## src/rtl/serial_frame_deframer.sv

```systemverilog
// Serial-to-parallel frame deframer: arms on ena, starts when ena falls, then shifts WORDS
// words of DATA_W bits from s_in and emits each one with its index and a one-cycle strobe.
module serial_frame_deframer #(
    parameter int unsigned DATA_W = 4,
    parameter int unsigned ADDR_W = 4,
    parameter int unsigned WORDS  = 16
) (
    input  logic              clk,
    input  logic              rst,
    input  logic              ena,
    input  logic              s_in,
    input  logic              msb_first,
    output logic [ADDR_W-1:0] addr_out,
    output logic [DATA_W-1:0] data_out,
    output logic              valid_out,
    output logic              frame_done,
    output logic              busy
);

    localparam int unsigned BitW = (DATA_W > 2) ? $clog2(DATA_W) : 1;
    localparam logic [BitW-1:0]   LastBit  = BitW'(DATA_W - 1);
    localparam logic [ADDR_W-1:0] LastWord = ADDR_W'(WORDS - 1);

    typedef enum logic [1:0] {StIdle, StArmed, StShift} state_e;

    state_e            state_q;
    logic [DATA_W-1:0] shift_q, shift_d;
    logic [BitW-1:0]   bit_cnt_q;
    logic [ADDR_W-1:0] word_cnt_q;
    logic              mode_q, mode_d;

    // The start edge samples bit 0 before mode_q is loaded, so use the live pin there.
    always_comb begin
        mode_d  = (state_q == StArmed) ? msb_first : mode_q;
        shift_d = mode_d ? {shift_q[DATA_W-2:0], s_in} : {s_in, shift_q[DATA_W-1:1]};
    end

    always_ff @(posedge clk or posedge rst) begin
        if (rst) begin
            state_q    <= StIdle;
            shift_q    <= '0;
            bit_cnt_q  <= '0;
            word_cnt_q <= '0;
            mode_q     <= 1'b0;
            addr_out   <= '0;
            data_out   <= '0;
            valid_out  <= 1'b0;
            frame_done <= 1'b0;
        end else begin
            valid_out  <= 1'b0;
            frame_done <= 1'b0;
            unique case (state_q)
                StIdle: begin
                    if (ena) state_q <= StArmed;
                end
                StArmed: begin
                    if (!ena) begin
                        state_q    <= StShift;
                        mode_q     <= msb_first;
                        shift_q    <= shift_d;
                        bit_cnt_q  <= BitW'(1);
                        word_cnt_q <= '0;
                    end
                end
                StShift: begin
                    shift_q <= shift_d;
                    if (bit_cnt_q == LastBit) begin
                        data_out  <= shift_d;
                        addr_out  <= word_cnt_q;
                        valid_out <= 1'b1;
                        bit_cnt_q <= '0;
                        if (word_cnt_q == LastWord) begin
                            frame_done <= 1'b1;
                            state_q    <= StIdle;
                        end else begin
                            word_cnt_q <= word_cnt_q + 1'b1;
                            if (ena) state_q <= StArmed;
                        end
                    end else if (ena) begin
                        // Abort: partial word is dropped, next frame restarts at word 0.
                        state_q <= StArmed;
                    end else begin
                        bit_cnt_q <= bit_cnt_q + 1'b1;
                    end
                end
                default: state_q <= StIdle;
            endcase
        end
    end

    assign busy = (state_q != StIdle);

endmodule

```

## config.mk

```make
export PLATFORM = sky130hd
export DESIGN_NAME = serial_frame_deframer
export DESIGN_NICKNAME = d
export VERILOG_FILES = /design/src/rtl/serial_frame_deframer.sv
export SDC_FILE = /design/constraint.sdc
export NUM_CORES = 1
export LEC_CHECK = 0
export CORE_MARGIN = 2
export CORE_UTILIZATION = 57
export DETAILED_ROUTE_END_ITERATION = 12
export PLACE_DENSITY = 0.93
export SLEW_MARGIN = 20
export SYNTH_ARGS = -nofsm -noshare
export SYNTH_HDL_FRONTEND = slang
export SYNTH_SLANG_ARGS = --single-unit
export TNS_END_PERCENT = 20
```

## constraint.sdc

```tcl
create_clock -name clk -period 2.53 [get_ports clk]
set_clock_uncertainty 0.1 [all_clocks]
set_input_delay 0.506 -clock clk [delete_from_list [all_inputs] [get_ports clk]]
set_output_delay 0.506 -clock clk [all_outputs]
set_load 0.005 [all_outputs]
```

---- After elaboration in Yosys (flattened, before gate mapping) ----
Cells that the tools add are included.
W data, S select, Z words.
storage, ports and cells
  flip-flop bits (word level) ............. 23
  bits in latches ......................... 0
  memory bits (writable) .................. 0
  memory bits (read-only) ................. 0
  bits of input ports ..................... 5
  output and inout port bits .............. 11
  logic and storage cells ................. 50
  memories kept ........................... 0
cells by class
  add/sub/neg operators ................... 2
  multiply operators ...................... 0
  div/mod/pow operators ................... 0
  order comparisons ....................... 0
  eq/ne operators ......................... 8
  shift operators ......................... 0
  multiplexer cells ....................... 22
  bitwise logic cells ..................... 1
  reduce and logical (&&, ||, !) cells .... 8
operators by type and width
  kind                   count
  $mux W4                5
  $pmux W4 S2            2
  $mux W2                7
  $mux W1                6
  $ne A2 B2 Y1 const B   3
  $pmux W2 S3            1
  $reduce_and A2 Y1      3
  $add A4 B1 Y4 const B  1
  $eq A2 B2 Y1 const B   2
  $eq A4 B4 Y1 const B   1
  $pmux W2 S2            1
  $reduce_and A4 Y1      1
  $reduce_bool A2 Y1     2
  $ne A3 B3 Y1 const B   1
  $reduce_and A3 Y1      1
  $add A2 B1 Y2 const B  1
  $eq A2 B1 Y1 const B   1
  $logic_not A2 Y1       1
  $not A1 Y1             1

---- Longest topological paths before layout ----
Gate-level depths: netlist of run 1.
  word-level depth ........................ 5
  mapped depth ............................ 6
  depth with buffers taken out ............ 5

---- Least setup slack after synthesis of run 1 ----
OpenSTA, ideal clock, no wires.
  kind .................................... register -> output
  start point ............................. register state_q[1]
  end point ............................... output port busy
  arrival ................................. 844 ps
  required time ........................... 1924 ps
  slack ................................... 1080 ps
  stages on the path, launching flop included .. 3
  path buffers ............................ 1
  cells stage by stage .................... dfrtp_1 -> buf_6 -> or2_2
between the ends
  word-level cells in the longest chain between the ends .. 1
RTL lines
  what                      RTL line  source
  start: declaration        26        state_e state_q;
  start signal: assignment  40        state_q <= StIdle;
  start signal: assignment  54        if (ena) state_q <= StArmed;
  start signal: assignment  58        state_q <= StShift;
  $reduce_bool A2 Y1        91        assign busy = (state_q != StIdle);
  end: declaration          17        output logic busy
Every way passes these cells.

---- Final worst setup path of run 1 ----
Ends and elaborated chain as after synthesis.

==> impl_results.md, run 1 <==
* Post-CTS Hold Buffers at 0
* Number of H-tree levels at 1
* Synth Area in Simple Gates at between 20% and 30%
* Post-CTS Setup Bufs at 0
* Final-report hold violation count at 0
* Worst hold stages at 2
* Setup TNS at 0 ns
* Mux share of post-synthesis cell area at 0.930%
* RR Startpoint: state_q[1]
* Adder-cell share of the synthesized area at under 10%
* Fillers at around 170
* Xor/xnor share of the synthesized area at 0%
* CTS tree: done
* Most common cell after layout, fill and taps aside: dfrtp_1
* Synth unique cells at 35
* CP max FO at 12
* I/O Buffers at 15
* Initial DRC Count at 17
* Final worst path period need at about 2.3 ns
* Initial antenna violation count at 0
* Layout cells sized above 1 at 10.3%
* Initial Util at 61.1%
* F_max at about 430 MHz
* Tcrit/Tclk final at 91.3%
* Reg-to-reg endpoint: bit_cnt_q[1]
* Status: completed
* Least-Margin Pin Slew at 0.488 ns
* Largest net degree at the start of global routing at 24
* Die Ht at 50.1 um
* Clock sink count at 23
* Final ANT Viol Nets at 0
* Startpoint type of the worst setup path: register
* DP Area at roughly 1400 um2
* Worst-path clk slew at 0.13 ns
* Total of max-cap violations at 0
* Syn avg cell area at 10.0 um2
* Gr usage total at 20.6%
* Pwr dens at 807 nW/um2
* Core area at 1980 um2
* Worst VDD drop at 0.538 mV
* Vias per inst at 5.87
* Clk buf depth at 2
* Commonest cells after routing, fill and taps aside: 23 x dfrtp_1, 15 x clkdlybuf4s50_1, 13 x a31oi_1, 11 x nand2_1
* Final Max Slew Viols at 0
* Worst EP required at 1.92 ns
* Die ar. at ~2500 um2
* Largest family of logic cells by synthesized area: simple AND/OR/NAND/NOR gates
* Mapped Area at 1210 um2
* Row count at 16
* Register area share after synthesis at a little under half
* Critical path data arrival time at between 1.5 and 2 ns
* First-pass GRT wire length at 3880 um
* Placer Congestion at 0.929
* Hold Crit Endpoint: addr_out[2]
* Number of I/O pins at 16
* Final WL at 2300 um
* R2R setup slack at 0.88 ns
* Min-delay worst type: register to register
* Synthesized Nets at 128
* Compound-gate portion of the synthesized area at 19.4%
* DRC at 0
* CTS root buffer: clkbuf_4
* # diodes at 0
* Post-Synthesis Cells at 121
* Final nets at 144
* Util after Layout at 70.2%
* Yosys Warn Count at 0
* Fin area at 1390 um2
* WL/cell at 14.1 um
* DRT Pass-1 Iters at 4
* Min-delay src: addr_out[2]
* CTS-repair resized insts at 0
* Later-pin clock latency in the skew report at 0.32 ns
* Lkg Pwr at 0.589 nW
* FF-to-FF path depth at 3
* Die Width at 50.1 um
* Total grt overflow at 0
* Vias in the first global route at 854
* Area Growth Syn to Fin at 14.9%
* Final Power at 1.12 mW
* Yosys reg bits at 23
* Slew headroom at 67.5%
* Vias at 957
* Endpoints failing setup at 0
* CTS Buf Count at 3
* Hpwl dp at 1630 um
* Kind of end point of the critical path: primary output
* RSZ-0062 raised after global routing: no
* WS Path Type: register to primary output
## worst max path at each step
stage               start  cells past startpoint  endpoint  slack, ns
6_report       state_q[1]                      2      busy       0.22
5_1_grt        state_q[1]                      2      busy       0.17
4_1_cts        state_q[1]                      2      busy       0.23
3_5_place_dp          ena                      3    mode_q       0.57
3_3_place_gp          ena                      3    mode_q       0.60
2_1_floorplan  state_q[1]                      2      busy       1.08
## kinds of logic after synthesis
kind of cell               after synthesis
adders and majority gates                2
and+or+nand+nor                         48
DFF                                     23
buffers and inverters                   11
AOI/OAI and AO/OA                       36
muxes                                    1
## cell type report
cell class / instances / area (um2) / share of cell area, %
clock buffer: 3 / 22.5 / 1.62
tap: 27 / 33.8 / 2.43
clock inverter: 1 / 5.00 / 0.360
sequential: 23 / 576 / 41.4
inverter: 6 / 27.5 / 1.98
multi-input combinational: 87 / 569 / 40.9
timing repair buffer: 16 / 158 / 11.3
## worst max-delay path, stage by stage (launching register included)
cell and delay [ns]:
dfrtp_1 0.58, or2_2 0.37, clkdlybuf4s50_1 0.44
## flip-flops by register name (all words and copies together) (netlist names)
name        count
mode_q          1
frame_done      1
valid_out       1
data_out        4
state_q         2
word_cnt_q      4
shift_q         4
bit_cnt_q       2
addr_out        4
## through the flow
| step | worst slack [ns] | hold WS (ns) | instances |
|---|---|---|---|
| floorplan | 1.08 | 0.370 | 121 |
| global placement | 0.596 | 0.358 | 159 |
| detailed placement | 0.574 | 0.363 | 159 |
| CTS | 0.231 | 0.392 | 163 |
| global route | 0.170 | 0.418 | 163 |
| finish | 0.220 | 0.386 | 163 |
## where the power goes
group	internal (mW)	total, mW	switching [mW]	leakage (nW)
Clock	0.0592	0.172	0.113	0.0177
Sequential	0.471	0.569	0.0983	0.283
Combinational	0.220	0.382	0.162	0.289
Total	0.750	1.12	0.373	0.589
## Yosys cell counts (all sizes together)
cell	instances	area, um2
and2	4	25.0
nor2	7	26.3
nand4	1	6.26
a21oi	7	35.0
nand3	3	15.0
a221oi	1	15.0
nand2	11	41.3
or2	1	6.26
clkinv	1	8.76
mux2	1	11.3
o21ai	9	48.8
and2b	1	7.51
nor3	5	25.0
a31oi	13	81.3
inv	5	18.8
a211oi	1	7.51
a41oi	1	16.3
nor2b	5	33.8
o211ai	2	15.0
buf	5	38.8
o31ai	1	7.51
nand2b	3	26.3
nand3b	1	20.0
dfrtp	23	576
nor4bb	4	40.0
ha	2	25.0
nor3b	1	18.8
o22a	1	8.76
and3	1	6.26
## metal layers
metal	vias up	share of wire, %	wire length, um	GRT usage [%]
li1	476	-	-	-
met2	27	46	1050	31.4
met1	450	48	1100	29.5
met4	0	2.0	45	8.33
met5	-	0	0	0
met3	4	4.5	104	2.73
No activity file was read; power rests on OpenSTA's default activity.
==> run 2, diff against run 1 <==
--- a/config.mk
+++ b/config.mk
@@ -5,10 +5,12 @@
 export SDC_FILE = /design/constraint.sdc
 export NUM_CORES = 1
 export LEC_CHECK = 0
+export CELL_PAD_IN_SITES_DETAIL_PLACEMENT = 1
+export CELL_PAD_IN_SITES_GLOBAL_PLACEMENT = 2
 export CORE_MARGIN = 2
-export CORE_UTILIZATION = 57
+export CORE_UTILIZATION = 36
 export DETAILED_ROUTE_END_ITERATION = 12
-export PLACE_DENSITY = 0.93
+export PLACE_DENSITY = 0.92
 export SLEW_MARGIN = 20
 export SYNTH_ARGS = -nofsm -noshare
 export SYNTH_HDL_FRONTEND = slang
==> impl_results.md, run 2 (same netlist as run 1, synthesis figures left out) <==
* Setup TNS at 0 ns (unchanged)
* Number of I/O pins at 16 (unchanged)
* DRT Pass-1 Iters at 4 (unchanged)
* Initial DRC Count at 41 (+24)
* Post-CTS Setup Bufs at 0 (unchanged)
* Worst VDD drop at 0.317 mV (-41%)
* CTS tree: done
* Critical path data arrival time at 1.70 ns (about the same)
* Final Max Slew Viols at 0 (unchanged)
* Final Power at 1.13 mW (+0.99%)
* Vias at 958 (+0.10%)
* RR Startpoint: state_q[1]
* Commonest cells after routing, fill and taps aside: 23 x dfrtp_1, 15 x clkdlybuf4s50_1, 13 x a31oi_1, 11 x nand2_1
* DRC at 0 (unchanged)
* Row count at 21 (+5)
* Die Width at 62 um (+24%)
* Worst-path clk slew at 0.13 ns (about the same)
* Final-report hold violation count at 0 (unchanged)
* # diodes at 0 (unchanged)
* Gr usage total at 16.7% (-3.9 points)
* Final ANT Viol Nets at 0 (unchanged)
* R2R setup slack at 0.88 ns (about the same)
* CTS Buf Count at 3 (unchanged)
* Least-Margin Pin Slew at 0.494 ns (+0.00618 ns)
* Worst EP required at 1.92 ns (about the same)
* Hold Crit Endpoint: addr_out[3]
* CTS root buffer: clkbuf_4
* Vias in the first global route at 1011 (+18%)
* Reg-to-reg endpoint: bit_cnt_q[1]
* Endpoints failing setup at 0 (unchanged)
* Worst hold stages at 2 (unchanged)
* Die ar. at 3840 um2 (+53%)
* Status: completed
* CTS-repair resized insts at 0 (unchanged)
* CP startpoint: state_q[1]
* Startpoint type of the worst setup path: register
* Min-delay src: addr_out[3]
* Hpwl dp at 1920 um (+18%)
* First-pass GRT wire length at 4660 um (+20%)
* Number of H-tree levels at 1 (unchanged)
* WS Path Type: register to primary output
* Final worst path period need at 2.30 ns (-0.00715 ns)
* Later-pin clock latency in the skew report at 0.32 ns (about the same)
* Clk buf depth at 2 (unchanged)
* Die Ht at 62 um (+24%)
* Total of max-cap violations at 0 (unchanged)
* Kind of end point of the critical path: primary output
* Area Growth Syn to Fin at 16.7%
* Initial antenna violation count at 0 (unchanged)
* DP Area at 1390 um2 (+1.7%)
* Largest net degree at the start of global routing at 24 (unchanged)
* I/O Buffers at 15 (unchanged)
* Fin area at 1410 um2 (+1.6%)
* Clock sink count at 23 (unchanged)
* Most common cell after layout, fill and taps aside: dfrtp_1
* Final nets at 144 (unchanged)
* FF-to-FF path depth at 3 (unchanged)
* F_max at 434 MHz (+0.31%)
* Pre-CTS setup slack at 0.545 ns (-0.0290 ns)
* WL/cell at 14.7 um (+4.5%)
* Post-route setup slack at 0.227 ns (+0.00715 ns)
* Post-CTS Hold Buffers at 0 (unchanged)
* Total grt overflow at 0 (unchanged)
* Final WL at 2680 um (+17%)
* Layout cells sized above 1 at 9.56% (-0.74 points)
* Non-filler cells, final at 182 (+12%)
* Pwr dens at 802 nW/um2 (-0.62%)
* Slew headroom at 67.1% (-0.41 points)
* Tcrit/Tclk final at 91.0% (-0.28 points)
* Hold slack at 0.384 ns (-0.00207 ns)
* Min-delay worst type: register to register
* CP max FO at 12 (unchanged)
* Initial Util at 36.9% (-24 points)
* Core area at 3280 um2 (+66%)
* Vias per inst at 5.26 (-10%)
* RSZ-0062 raised after global routing: no
* Placer Congestion at 0.770 (-17%)
* Post-Place Cells at 178 (+12%)
* Util after Layout at 43.0% (-27 points)
* Lkg Pwr at 0.587 nW (-0.46%)
run 2: changes by cell type in the layout (fill, tap and decap cells not counted):
cell | before | now
clkinv_2 | 1 | 0
clkbuf_1 | 0 | 1
run 2: worst max path at each step:
stage / endpoint / cells after the start / slack, ns
floorplan: busy / 2 / 1.08
global placement: mode_q / 3 / 0.58
detailed placement: mode_q / 3 / 0.55
CTS: busy / 2 / 0.23
global route: busy / 2 / 0.14
finish: busy / 2 / 0.23
run 2: metal layers:
metal	vias up	share of wire, %	routed length, um	global-route usage, %
li1	472	-	-	-
met1	463	48	1280	21.4
met2	21	48	1300	27.4
met3	2	3.1	84	3.11
met4	0	0.52	14	6.99
met5	-	0	0	0
run 2: layout make-up:
type | count | area [um2]
Timing Repair Buffer | 16 | 158
Tap cell | 46 | 57.6
Fill cell | 385 | 1870
Clock buffer | 4 | 26.3
Sequential cell | 23 | 576
Inverter | 6 | 27.5
Multi-Input combinational cell | 87 | 569
run 2: critical path: stages, from the launching register on:
cell and delay, ns:
dfrtp_1 0.58, or2_2 0.37, clkdlybuf4s50_1 0.45
run 2: power by group:
group	leakage (nW)	switching, mW	internal [mW]
registers	0.283	0.0978	0.471
logic	0.289	0.168	0.221
clock network	0.0150	0.116	0.0616
total	0.587	0.381	0.753
==> run 3, diff against run 2 <==
--- a/config.mk
+++ b/config.mk
@@ -11,7 +11,8 @@
 export CORE_UTILIZATION = 36
 export DETAILED_ROUTE_END_ITERATION = 12
 export PLACE_DENSITY = 0.92
-export SLEW_MARGIN = 20
+export SETUP_SLACK_MARGIN = 0.15
+export SKIP_LAST_GASP = 1
 export SYNTH_ARGS = -nofsm -noshare
 export SYNTH_HDL_FRONTEND = slang
 export SYNTH_SLANG_ARGS = --single-unit
==> impl_results.md, run 3 (same netlist as run 1, synthesis figures left out) <==
* Status: completed
* Initial antenna violation count at 0 (unchanged)
* DRC at 0 (unchanged)
* End of the critical path: busy
* Tcrit/Tclk final at 87.7% (-3.4 points)
* CTS Buf Count at 3 (unchanged)
* R2R setup slack at 0.95 ns (+0.07 ns)
* Non-filler cells, final at 182 (unchanged)
* Util after Layout at 43.1% (about the same)
* FF-to-FF path depth at 5 (+2)
* Clk buf depth at 2 (unchanged)
* Reg power frac at 50.1% (about the same)
* Clock sink count at 23 (unchanged)
* Total grt overflow at 0 (unchanged)
* GRT met2 Usage at 27.4% (unchanged)
* Area Growth Syn to Fin at 16.8% (about the same)
* Combinational share of power at 34.3% (about the same)
* F_max at 451 MHz (+3.8%)
* Core area at 3280 um2 (unchanged)
* Worst VDD drop at 0.317 mV (about the same)
* Final worst path period need at 2.22 ns (-0.0850 ns)
* Layout cells sized above 1 at 10.3% (+0.74 points)
* Commonest cells after routing, fill and taps aside: 22 x dfrtp_1, 15 x clkdlybuf4s50_1, 13 x a31oi_1, 11 x nand2_1
* Least-Margin Pin Slew at 0.401 ns (-0.0928 ns)
* Post-CTS Setup Bufs at 0 (unchanged)
* Post-Place Cells at 178 (unchanged)
* Row count at 21 (unchanged)
* Die Ht at 62 um (unchanged)
* Buf/Inv on CP at 1 (unchanged)
* Lkg Pwr at 0.585 nW (-0.24%)
* Global route hottest layer: met2
* Met1 Use GR at 21.4% (unchanged)
* I/O Buffers at 15 (unchanged)
* Number of H-tree levels at 1 (unchanged)
* Number of I/O pins at 16 (unchanged)
* CP startpoint: state_q[1]
* CP delay by family, top: flip-flops
* Vias at 958 (unchanged)
* Endpoints failing setup at 0 (unchanged)
* Worst path max stage delay at 0.53 ns (-0.05 ns)
* # diodes at 0 (unchanged)
* Initial DRC Count at 41 (unchanged)
* Switching portion of total power at 33.6% (about the same)
* CP max FO at 12 (unchanged)
* Final nets at 144 (unchanged)
* Critical Path Stages at 2 (unchanged)
* Setup TNS at 0 ns (unchanged)
* Die ar. at 3840 um2 (unchanged)
* Vias per inst at 5.26 (unchanged)
* Internal power at 0.754 mW (about the same)
* Met3 usage at 3.11% (unchanged)
* Slew headroom at 73.3% (+6.2 points)
* Die Width at 62 um (unchanged)
* WS Path Type: register to primary output
* Final-report hold violation count at 0 (unchanged)
* Slowest-stage cell, CP: dfrtp_2
* Worst EP required at 1.92 ns (about the same)
* Post-CTS Hold Buffers at 0 (unchanged)
* Min-delay worst type: register to register
* Hpwl dp at 1920 um (unchanged)
* Total of max-cap violations at 0 (unchanged)
* Final ANT Viol Nets at 0 (unchanged)
* Crit path cell chain: or2_2, clkdlybuf4s50_1
* CTS-repair resized insts at 0 (unchanged)
* RR Startpoint: bit_cnt_q[0]
* Worst-path clk slew at 0.13 ns (about the same)
* Gr usage total at 16.7% (unchanged)
* DP Area at 1390 um2 (unchanged)
* Vias in the first global route at 1011 (unchanged)
* Clock share of power at 15.6% (about the same)
* CTS root buffer: clkbuf_4
* Sw Pwr at 0.381 mW (about the same)
* Kind of end point of the critical path: primary output
* Final Max Slew Viols at 0 (unchanged)
* WL/cell at 14.7 um (unchanged)
* Placer Congestion at 0.770 (unchanged)
* Post-route setup slack at 0.312 ns (+0.0850 ns)
* Fin area at 1420 um2 (about the same)
* Startpoint type of the worst setup path: register
* Later-pin clock latency in the skew report at 0.32 ns (about the same)
* Final WL at 2680 um (unchanged)
* Pre-CTS setup slack at 0.545 ns (unchanged)
* Critical path data arrival time at 1.61 ns (-0.09 ns)
* Final Power at 1.13 mW (about the same)
* Initial Util at 36.9% (unchanged)
* Pwr dens at 802 nW/um2 (about the same)
* Largest net degree at the start of global routing at 24 (unchanged)
* DRT Pass-1 Iters at 4 (unchanged)
* Most common cell after layout, fill and taps aside: dfrtp_1
* Fillers at 386 (+0.26%)
* First-pass GRT wire length at 4660 um (unchanged)
* Hold slack at 0.384 ns (unchanged)
* RSZ-0062 raised after global routing: no
* Reg-to-reg endpoint: word_cnt_q[3]
* CTS tree: done
[run 3: power by group through the flow]
stage          clock network [mW]  logic, mW  registers [mW]
2_1_floorplan                   0      0.231           0.552
3_3_place_gp                    0      0.378           0.570
3_5_place_dp                    0      0.394           0.575
4_1_cts                     0.181      0.394           0.568
5_1_grt                     0.202      0.440           0.587
6_report                    0.177      0.389           0.569
[run 3: how the worst min path moves through the flow]
| stage | depth (start not counted) | from | endpoint | slack, ns |
|---|---|---|---|---|
| 5_1_grt | 2 | addr_out[2] | addr_out[2] | 0.42 |
| 3_3_place_gp | 2 | addr_out[3] | addr_out[3] | 0.36 |
| 3_5_place_dp | 2 | addr_out[3] | addr_out[3] | 0.36 |
| 4_1_cts | 2 | addr_out[3] | addr_out[3] | 0.39 |
| 6_report | 2 | addr_out[3] | addr_out[3] | 0.38 |
| 2_1_floorplan | 2 | addr_out[0] | addr_out[0] | 0.37 |
[run 3: area by class of cell]
cell class	instances	area (um2)	share of cell area [%]
sequential	23	577	40.8
inverter	6	27.5	1.95
tap	46	57.6	4.07
timing repair buffer	16	158	11.1
multi-input combinational	87	569	40.2
clock buffer	4	26.3	1.86
[run 3: worst reg2reg max path, cell delays in order (launching register included)]
cell	delay, ns
dfrtp_1	0.40
ha_1	0.30
nand3b_4	0.19
clkinv_4	0.17
a41oi_2	0.12
a211oi_1	0.21
[run 3: metal layers]
layer | routed length (um) | up-vias
met1 | 1280 | 463
met2 | 1300 | 21
met4 | 14 | 0
li1 | - | 472
met3 | 84 | 2
met5 | 0 | -
